===== src/rtl/bsg_fsb_node_ls_iso_ctrl.sv =====
// FSB node-domain level-shift wrapper with an isolation sequencer that owns en_ls_o.
// Optional DRAIN timeout with sticky err_o: define BSG_FSB_NODE_LS_ISO_TIMEOUT_EN.
module bsg_fsb_node_ls_iso_ctrl #(
  parameter int width_p        = 80,
  parameter int drain_cycles_p = 4,
  parameter int wake_cycles_p  = 8,
  parameter int timeout_p      = 64
) (
  input  logic               clk_i,
  input  logic               reset_n_i,
  input  logic               iso_req_i,
  output logic               iso_ack_o,
  output logic               en_ls_o,
  output logic               err_o,
  input  logic               node_v_o_i,
  input  logic [width_p-1:0] node_data_o_i,
  input  logic               fsb_yumi_o_i,
  output logic               fsb_v_i_o,
  output logic [width_p-1:0] fsb_data_i_o,
  output logic               node_yumi_i_o,
  input  logic               fsb_v_o_i,
  input  logic [width_p-1:0] fsb_data_o_i,
  input  logic               node_ready_o_i,
  output logic               node_v_i_o,
  output logic [width_p-1:0] node_data_i_o,
  output logic               fsb_ready_i_o
);

  localparam int max_dw_lp  = (drain_cycles_p > wake_cycles_p) ? drain_cycles_p : wake_cycles_p;
  localparam int max_lim_lp = (timeout_p > max_dw_lp) ? timeout_p : max_dw_lp;
  localparam int cnt_w_lp   = $clog2(max_lim_lp) + 1;

  localparam logic [cnt_w_lp-1:0] drain_lim_lp = cnt_w_lp'(drain_cycles_p);
  localparam logic [cnt_w_lp-1:0] wake_lim_lp  = cnt_w_lp'(wake_cycles_p);

  typedef enum logic [1:0] {
    s_active   = 2'd0,
    s_drain    = 2'd1,
    s_isolated = 2'd2,
    s_wake     = 2'd3
  } state_e;

  state_e              state_r, state_n;
  logic [cnt_w_lp-1:0] cnt_r, cnt_n, cnt_inc;

  assign cnt_inc = (&cnt_r) ? cnt_r : cnt_r + cnt_w_lp'(1);

`ifdef BSG_FSB_NODE_LS_ISO_TIMEOUT_EN
  localparam logic [cnt_w_lp-1:0] timeout_lim_lp = cnt_w_lp'(timeout_p);

  logic [cnt_w_lp-1:0] tmo_r, tmo_n, tmo_inc;
  logic                err_r, err_set;

  assign tmo_inc = (&tmo_r) ? tmo_r : tmo_r + cnt_w_lp'(1);
`endif

  // cnt_r counts consecutive idle cycles in DRAIN and elapsed cycles in WAKE.
  always_comb begin
    state_n = state_r;
    cnt_n   = '0;
`ifdef BSG_FSB_NODE_LS_ISO_TIMEOUT_EN
    tmo_n   = '0;
    err_set = 1'b0;
`endif
    case (state_r)
      s_active: begin
        if (iso_req_i) state_n = s_drain;
      end
      s_drain: begin
        if (!iso_req_i) begin
          state_n = s_active;
        end else begin
          cnt_n = node_v_o_i ? '0 : cnt_inc;
`ifdef BSG_FSB_NODE_LS_ISO_TIMEOUT_EN
          tmo_n = tmo_inc;
`endif
          if (cnt_n == drain_lim_lp) begin
            state_n = s_isolated;
          end
`ifdef BSG_FSB_NODE_LS_ISO_TIMEOUT_EN
          else if (tmo_n == timeout_lim_lp) begin
            state_n = s_isolated;
            err_set = 1'b1;
          end
`endif
        end
      end
      s_isolated: begin
        if (!iso_req_i) state_n = s_wake;
      end
      s_wake: begin
        if (iso_req_i) begin
          state_n = s_isolated;
        end else begin
          cnt_n = cnt_inc;
          if (cnt_n == wake_lim_lp) state_n = s_active;
        end
      end
      default: state_n = s_isolated;
    endcase
    if (state_n != state_r) begin
      cnt_n = '0;
`ifdef BSG_FSB_NODE_LS_ISO_TIMEOUT_EN
      tmo_n = '0;
`endif
    end
  end

  always_ff @(posedge clk_i or negedge reset_n_i) begin
    if (!reset_n_i) begin
      state_r <= s_isolated;
      cnt_r   <= '0;
    end else begin
      state_r <= state_n;
      cnt_r   <= cnt_n;
    end
  end

`ifdef BSG_FSB_NODE_LS_ISO_TIMEOUT_EN
  always_ff @(posedge clk_i or negedge reset_n_i) begin
    if (!reset_n_i) begin
      tmo_r <= '0;
      err_r <= 1'b0;
    end else begin
      tmo_r <= tmo_n;
      if (err_set) err_r <= 1'b1;
    end
  end

  assign err_o = err_r;
`else
  assign err_o = 1'b0;
`endif

  logic pass_n2f, pass_f2n;

  assign en_ls_o   = (state_r != s_isolated);
  assign iso_ack_o = (state_r == s_isolated);
  assign pass_n2f  = (state_r == s_active) || (state_r == s_drain);
  assign pass_f2n  = (state_r == s_active);

  assign fsb_v_i_o     = node_v_o_i     & pass_n2f;
  assign node_yumi_i_o = fsb_yumi_o_i   & pass_n2f;
  assign node_v_i_o    = fsb_v_o_i      & pass_f2n;
  assign fsb_ready_i_o = node_ready_o_i & pass_f2n;

  assign fsb_data_i_o  = node_data_o_i & {width_p{en_ls_o}};
  assign node_data_i_o = fsb_data_o_i  & {width_p{en_ls_o}};

endmodule


===== config.mk =====
export PLATFORM = sky130hd
export DESIGN_NAME = bsg_fsb_node_ls_iso_ctrl
export DESIGN_NICKNAME = d
export VERILOG_FILES = /design/src/rtl/bsg_fsb_node_ls_iso_ctrl.sv
export SDC_FILE = /design/constraint.sdc
export NUM_CORES = 1
export LEC_CHECK = 0
export BUFFER_PORTS_ARGS = -buffer_cell sky130_fd_sc_hd__buf_4
export CAP_MARGIN = 10
export CORE_AREA = 2 2 130 132
export CTS_BUF_LIST = sky130_fd_sc_hd__clkbuf_16
export CTS_CLUSTER_SIZE = 20
export DETAILED_ROUTE_END_ITERATION = 10
export DIE_AREA = 0 0 132 134
export SLEW_MARGIN = 20
export SYNTH_ARGS = -nofsm -noshare
export SYNTH_HDL_FRONTEND = slang
export SYNTH_SLANG_ARGS = --single-unit

===== constraint.sdc =====
create_clock -name clk_i -period 1.5 [get_ports clk_i]
set_input_delay 0.3 -clock clk_i [delete_from_list [all_inputs] [get_ports clk_i]]
set_output_delay 0.3 -clock clk_i [all_outputs]
set_load 0.02 [all_outputs]

======== Word-level counts from Yosys, hierarchy flattened ========
Cells that the tools add are included.
word-level totals
  input port bits ......................... 167
  word-level logic and storage cells ...... 32
  flip-flop bits (word level) ............. 9
cells by class
  reduce and logical (&&, ||, !) cells .... 3
  mux-type cells .......................... 13
  add/subtract/negate cells ............... 1
  bitwise operators ....................... 6
  equality and inequality tests ........... 7
operators by type and width
  cell                                                  number
  AND 80 bit                                            2
  2-to-1 mux 7 bit                                      5
  case mux 7 bit (2 select lines)                       1
  2-to-1 mux 2 bit                                      6
  case mux 2 bit (4 select lines)                       1
  adder 7 x 1 -> 7 bit (second input constant)          1
  equality test 7 x 3 -> 1 bit (second input constant)  1
  equality test 7 x 4 -> 1 bit (second input constant)  1
  AND reduction 7 bit                                   1
  AND 1 bit                                             4
  equality test 2 bit (second input constant)           2
  equality test 2 x 1 -> 1 bit (second input constant)  1
  logical NOT 2 bit                                     1
  != test 2 bit                                         1
  != test 2 bit (second input constant)                 1
  logical OR 1 bit                                      1

======== Longest topological paths before layout ========
Gate-level depths: netlist of run 1.
  depth in word-level cells ............... 9
  depth in mapped cells ................... 6
  gate-level depth less buffers ........... 5

======== Worst setup path before layout of run 1 ========
No wires, ideal clock.
  path type ............................... register to output
  start ................................... reg state_r[1]
  end ..................................... out fsb_data_i_o[70]
  cell stages (with the launch flop) ...... 7
  path buffers ............................ 4
  setup slack ............................. -0.125 ns
  arrival ................................. 1.325 ns
  path through ............................ dfstp_2 buf_6 nand2b_1 buf_2 buf_4 clkbuf_2 and2_1
on the way
  longest elaborated chain between the ends .. 2
ends and longest elaborated chain
  what                    RTL line  RTL
  from (decl)             43        state_e state_r, state_n;
  from (signal assigned)  111       state_r <= s_isolated;
  from (signal assigned)  114       state_r <= state_n;
  != test 2 bit           137       assign en_ls_o = (state_r != s_isolated);
  AND 80 bit              147       assign fsb_data_i_o = node_data_o_i & {width_p{en_ls_o}};
  to (decl)               19        output logic [width_p-1:0] fsb_data_i_o,
No other way between the ends.

======== Worst setup path in the final report of run 1 ========
  start ................................... reg state_r[1]
  end ..................................... out fsb_data_i_o[38]
The elaborated chain is that of the path after synthesis.

==> results.cfg, run 1 <==
[run_status]
status = complete, but fails checks
violations = negative setup slack

[layout]
stdcell_area_um2 = 4766
n_antenna_cell = 0
syn_to_final_growth_pct = 166.0
regArea_um2 = 229.0
fillCellCount = 1811
drive_gt1_share_pct = 66.61
multiInputGateArea_um2 = 1550
nets = 747
final_cells = 798

[global_route]
grt_pass1_vias = 2830
grt_use_total_pct = 12.77
grt_pass1_wl_um = 17520
grt_overflow = 0
grt_max_degree = 75
antenna_found_initial = 0

[clocking]
insertion_delay_ns = 0.24
cts_tree = built
numCtsBuffers = 3
root_buffer = clkbuf_16
clock_path_buffers = 2
clkTransAtPathRegs_ns = 0.04
numClockSinks = 9
cts-htree-levels = 1

[yosys]
yosysTopAreaCell = and2_1
synth-edff-count = 0
synth-xor-area-share_pct = 0.9777
synth-warning-count = 0
synth_cell_types = 43
yosys.area_share.simple_pct = 69.55
muxShareOfSynthArea_pct = 0.5587
syn-mean-instance-area_um2 = 7.026
synth-compound-area-share_pct = 7.542
async_flop_share_pct = 100.0
synth_top_cell_area_share_pct = 56.91
ys_seq_elements = 9
synthFlopType = dfrtp_1
yosysMostFrequentCell = and2_1
ys_top_cells_by_area = and2_1 (57%), dfrtp_1 (11%), clkbuf_2 (2.2%), buf_6 (1.9%), nor3b_1 (1.7%)
synth_fa_ha_area_share_pct = 0.6983
syn_nets = 423
ys_top_cells_by_count = and2_1 (163), clkbuf_2 (8), dfrtp_1 (8), clkbuf_1 (7), nand2_1 (5)
synth_top_family_by_area = simple AND/OR/NAND/NOR gates
synth-seq-area-share_pct = 12.64
netlist_instances = 255
syn-cell-area_um2 = 1792

[setup_path]
r2r-start = cnt_r[1]$_DFF_PN0_
crit_chain = nand2b_4, buf_12, and2_1, buf_4
reg2reg_to = state_r[1]$_DFF_PN1_
required_ns = 1.20
ff2ff_path_depth = 5
crit_path_start_kind = register
end_kind = output port
crit_slowest_cell = dfstp_2
cpPeakStageDelay_ns = 0.55
path_buf_inv = 2
crit_fanout = 74
reg2reg_slack_ns = -0.01
worst_path_dominant_cell_family = flip-flops
worstSetupPathType = reg2out
arrival_ns = 1.46

[timing]
hold_viol = 0
holdWs_ns = 0.3473
setup_ws_ns = -0.2622
period_minus_slack_ns = 1.762
fin_crit_sh_pct = 117.5
report.final.slew_viol_count = 0
fmax_mhz = 567.5
setup_viol = 163
rsz0062_at_grt = true
fin_skew_ns = 0.005387

[route]
dr_total_vias = 2905
dr.first_iter.drc_count = 92
wl_um = 12650
dr.pass1.iters = 4
vias_per_cell = 3.640
wl_per_cell_um = 15.85
antenna_left = 0
drt_drc_violations_left = 0

[place]
globalplace.congestion = 0.8445
portBuffers = 332
placed_area_um2 = 4603
dp_hpwl_um = 10870
dp_cells = 793

[die]
rows = 47
die-area_um2 = 17690
core_um2 = 16290
die-width_um = 132
dieHeight_um = 134
io-pin-count = 334
initial_core_util_pct = 11.00

[power]
vdd_ir_drop_max_v = 0.0002461
leakage_nw = 2.381
power.density_nw_per_um2 = 418.9

[run]
drv_cap = 0

[min_path]
worstHoldPathCells = 2
holdPathEnd = state_r[1]$_DFF_PN1_
hp-class = in2reg
min-delay-start = iso_req_i
==> worst max path at each step <==
stage	depth (start not counted)	from	to
2_1_floorplan	6	state_r[1]$_DFF_PN1_	node_data_i_o[10]
3_3_place_gp	5	cnt_r[1]$_DFF_PN0_	state_r[0]$_DFF_PN0_
3_5_place_dp	5	cnt_r[1]$_DFF_PN0_	state_r[1]$_DFF_PN1_
4_1_cts	4	state_r[1]$_DFF_PN1_	fsb_data_i_o[38]
5_1_grt	4	state_r[1]$_DFF_PN1_	fsb_data_i_o[38]
6_report	4	state_r[1]$_DFF_PN1_	fsb_data_i_o[38]
==> metrics by stage <==
| step | setup slack [ns] | utilization (%) | power (mW) | TNS [ns] |
|---|---|---|---|---|
| 2_1_floorplan | -0.07401 | - | 0.7700 | -5.406 |
| 3_3_place_gp | -0.05831 | 28.26 | 1.510 | -0.1451 |
| 3_5_place_dp | -0.06526 | 28.26 | 1.508 | -0.1291 |
| 4_1_cts | -0.2621 | 29.03 | 2.012 | -36.55 |
| 5_1_grt | -0.3074 | 29.26 | 2.081 | -43.42 |
| 6_report | -0.2622 | 29.26 | 1.996 | -35.07 |
==> power by group <==
group	switching (mW)	total [mW]	leakage (nW)	internal, mW
clock	0.131	0.481	0.0423	0.350
sequential	0.00207	0.249	0.116	0.247
combinational	0.567	1.27	2.22	0.700
total	0.700	2.00	2.38	1.30
==> layout make-up <==
type,count,area share [%]
repair buffers,342,55.08
multi-input cells,221,32.53
well taps,220,5.776
flip-flops and latches,9,4.804
clock buffers,3,1.575
inverters,2,0.1575
clock inverters,1,0.07876
==> cells in the final DEF (no fill, tap or decap), drive strengths merged, types with 2 or more instances in the layout <==
cell and count:
a31oi 2, nor2b 4, a21oi 4, nor4b 2, nand3 3, o22ai 2
dfrtp 8, and2 163, o21ai 2, a211oi 2, inv 3, nand3b 2
nand2 5, nor2 4, nand4 2, nand2b 3, clkbuf 3, buf 341
nor3b 5, xor2 2
==> sequential cells by signal (all words and copies together) (netlist names) <==
register,cells
state_r,2
cnt_r,7
==> cells by family (layout without fill, tap and decap cells) <==
family	after synthesis	after routing
buffers and inverters	25	348
xor gates and xnor gates	2	2
adders and majority gates	1	1
other	1	1
and+or+nand+nor	197	197
DFF	9	9
muxes	1	1
AOI/OAI and AO/OA	19	19
==> what timing repair did <==
| item | 4_1_cts | 5_1_grt |
|---|---|---|
| gates resized for setup | 9 | 10 |
| hold buffers | 1 | 0 |
| setup endpoints to repair | 165 | 172 |
| pin swaps | 3 | 1 |
| endpoints found under the hold margin | 8 | 0 |
| setup buffers | 0 | 0 |
==> metal layers <==
layer  vias up  track usage [%]  wire (um)
met3         7            2.457        965
met2       166            19.33       5662
met5         -                0          0
li1       1440                -          -
met4         0            1.812         90
met1      1292            19.04       5929
Power figures use the tool's default switching activity.
==> inputs of run 2 (changes only) <==
--- a/config.mk
+++ b/config.mk
@@ -6,12 +6,14 @@
 export NUM_CORES = 1
 export LEC_CHECK = 0
 export BUFFER_PORTS_ARGS = -buffer_cell sky130_fd_sc_hd__buf_4
-export CAP_MARGIN = 10
+export CAP_MARGIN = 20
 export CORE_AREA = 2 2 130 132
 export CTS_BUF_LIST = sky130_fd_sc_hd__clkbuf_16
 export CTS_CLUSTER_SIZE = 20
 export DETAILED_ROUTE_END_ITERATION = 10
 export DIE_AREA = 0 0 132 134
+export PLACE_DENSITY = 0.45
+export RECOVER_POWER = 100
 export SLEW_MARGIN = 20
 export SYNTH_ARGS = -nofsm -noshare
 export SYNTH_HDL_FRONTEND = slang
==> results.cfg, run 2 (synthesis results as in run 1) <==
[global_route]
grt_overflow = 0
grt_pass1_wl_um = 21290
grt_max_degree = 54
antenna_found_initial = 9
grt_pass1_vias = 3050
use_met1_pct = 19.83
gr-usage-met3_pct = 12.09
met2_usage_pct = 22.51
busiest_layer = met2
grt_use_total_pct = 16.17

[setup_path]
crit_fanout = 53
worst_path_dominant_cell_family = flip-flops
ff2ff_path_depth = 5
reg2reg_to = cnt_r[3]$_DFF_PN0_
end_kind = output port
required_ns = 1.20
crit_chain = nand2b_4, buf_12, and2_1, buf_4
crit_path_start_kind = register
cpPeakStageDelay_ns = 0.54
worstSetupPathType = reg2out
crit_slowest_cell = dfstp_2
r2r-start = cnt_r[0]$_DFF_PN0_
reg2reg_slack_ns = -0.05
arrival_ns = 1.43
path_buf_inv = 2

[power]
vdd_ir_drop_max_v = 0.0004820
power.density_nw_per_um2 = 413.8
leakage_nw = 2.498

[layout]
stdcell_area_um2 = 5049
final_core_util_pct = 30.99
drive_gt1_share_pct = 69.38
top_register = cnt_r
syn_to_final_growth_pct = 181.8
largest_reg_flops = 7
top_regs = cnt_r: 7 flops, state_r: 2 flops
layout_commonest_cell = buf_4
final_cell_mix = buf_4 (270), and2_1 (126), buf_6 (65)
final_cells = 803
nets = 747

[timing]
hold_viol = 0
fin_crit_sh_pct = 115.4
period_minus_slack_ns = 1.731
setup_viol = 165
fmax_mhz = 577.6
report.final.slew_viol_count = 0
fin_skew_ns = 0.002443
worst_pin_slew_ns = 0.5351
setup_ws_ns = -0.2314
rsz0062_at_grt = true
relSlewSlack_pct = 64.33
holdWs_ns = 0.3523

[min_path]
min-delay-start = iso_req_i
hp-class = in2reg
holdPathEnd = state_r[1]$_DFF_PN1_
worstHoldPathCells = 2

[clocking]
cts-htree-levels = 1
root_buffer = clkbuf_16
numClockSinks = 9
cts_tree = built
numCtsBuffers = 3
clock_path_buffers = 2
insertion_delay_ns = 0.23
post_cts_buffers = 0
clkTransAtPathRegs_ns = 0.04

[route]
antenna_left = 0
wl_um = 15690
dr.pass1.iters = 4
wl_per_cell_um = 19.54
dr.first_iter.drc_count = 66
vias_per_cell = 3.807
drt_drc_violations_left = 0
dr_total_vias = 3057

[place]
dp_cells = 793
placed_area_um2 = 4616
dp_hpwl_um = 13940
portBuffers = 332
globalplace.congestion = 0.9255

[run_status]
violations = negative setup slack
status = complete, but fails checks

[die]
initial_core_util_pct = 11.00
die-width_um = 132
die-area_um2 = 17690
io-pin-count = 334
dieHeight_um = 134
core_um2 = 16290
rows = 47

[run]
drv_cap = 0
-- run 2: cell types whose count changed in the layout (fill, tap and decap cells not counted), sizes merged --
cell / previous run / this run
buf: 341 / 340
diode: 0 / 5
clkbuf: 3 / 4
-- run 2: area by class of cell --
type	count	area [um^2]
diodes	5	12.51
clock buffers	3	75.07
clock inverters	1	3.754
fillers	1805	11240
inverters	2	7.507
multi-input cells	221	1603
flip-flops and latches	9	229.0
well taps	220	275.3
repair buffers	342	2843
-- run 2: worst max path at each step --
stage | to | slack [ns] | depth (start not counted) | startpoint
final | fsb_data_i_o[9] | -0.23 | 4 | state_r[1]$_DFF_PN1_
after global routing | fsb_data_i_o[6] | -0.28 | 4 | state_r[1]$_DFF_PN1_
after CTS | fsb_data_i_o[6] | -0.23 | 4 | state_r[1]$_DFF_PN1_
after detailed placement | state_r[1]$_DFF_PN1_ | -0.06 | 5 | cnt_r[1]$_DFF_PN0_
after global placement | state_r[1]$_DFF_PN1_ | -0.10 | 5 | cnt_r[1]$_DFF_PN0_
after floorplan | node_data_i_o[10] | -0.07 | 6 | state_r[1]$_DFF_PN1_
-- run 2: metal layers --
layer | routed length (um) | up-vias
met4 | 349 | 8
met1 | 6328 | 1389
met5 | 56 | -
li1 | - | 1452
met3 | 2605 | 28
met2 | 6348 | 180
-- run 2: power by group --
group | leakage [nW] | internal [mW] | switching, mW | total, mW
Clock | 0.0423 | 0.348 | 0.117 | 0.466
Sequential | 0.116 | 0.247 | 0.00209 | 0.249
Combinational | 2.34 | 0.765 | 0.609 | 1.37
-- run 2: what timing repair did --
action / in CTS / in global routing
hold endpoints to repair: 8 / 0
pin swaps: 0 / 5
gates resized for setup: 67 / 28
endpoints found under the setup margin: 165 / 167
hold buffers: 1 / 0
-- run 2: stage by stage --
stage | setup WS [ns] | power, mW | TNS, ns
2_1_floorplan | -0.07401 | 0.7700 | -5.406
3_3_place_gp | -0.1000 | 1.541 | -0.2039
3_5_place_dp | -0.06225 | 1.541 | -0.1550
4_1_cts | -0.2346 | 2.094 | -32.33
5_1_grt | -0.2760 | 2.182 | -38.34
6_report | -0.2314 | 2.089 | -30.55
-- run 2: worst register-to-register path, delay by kind of cell, from the launching register on --
kind / cells / cell delay, ns
compound gates: 2 / 0.35
fa+ha+maj: 1 / 0.26
flops: 1 / 0.40
simple gates: 2 / 0.41
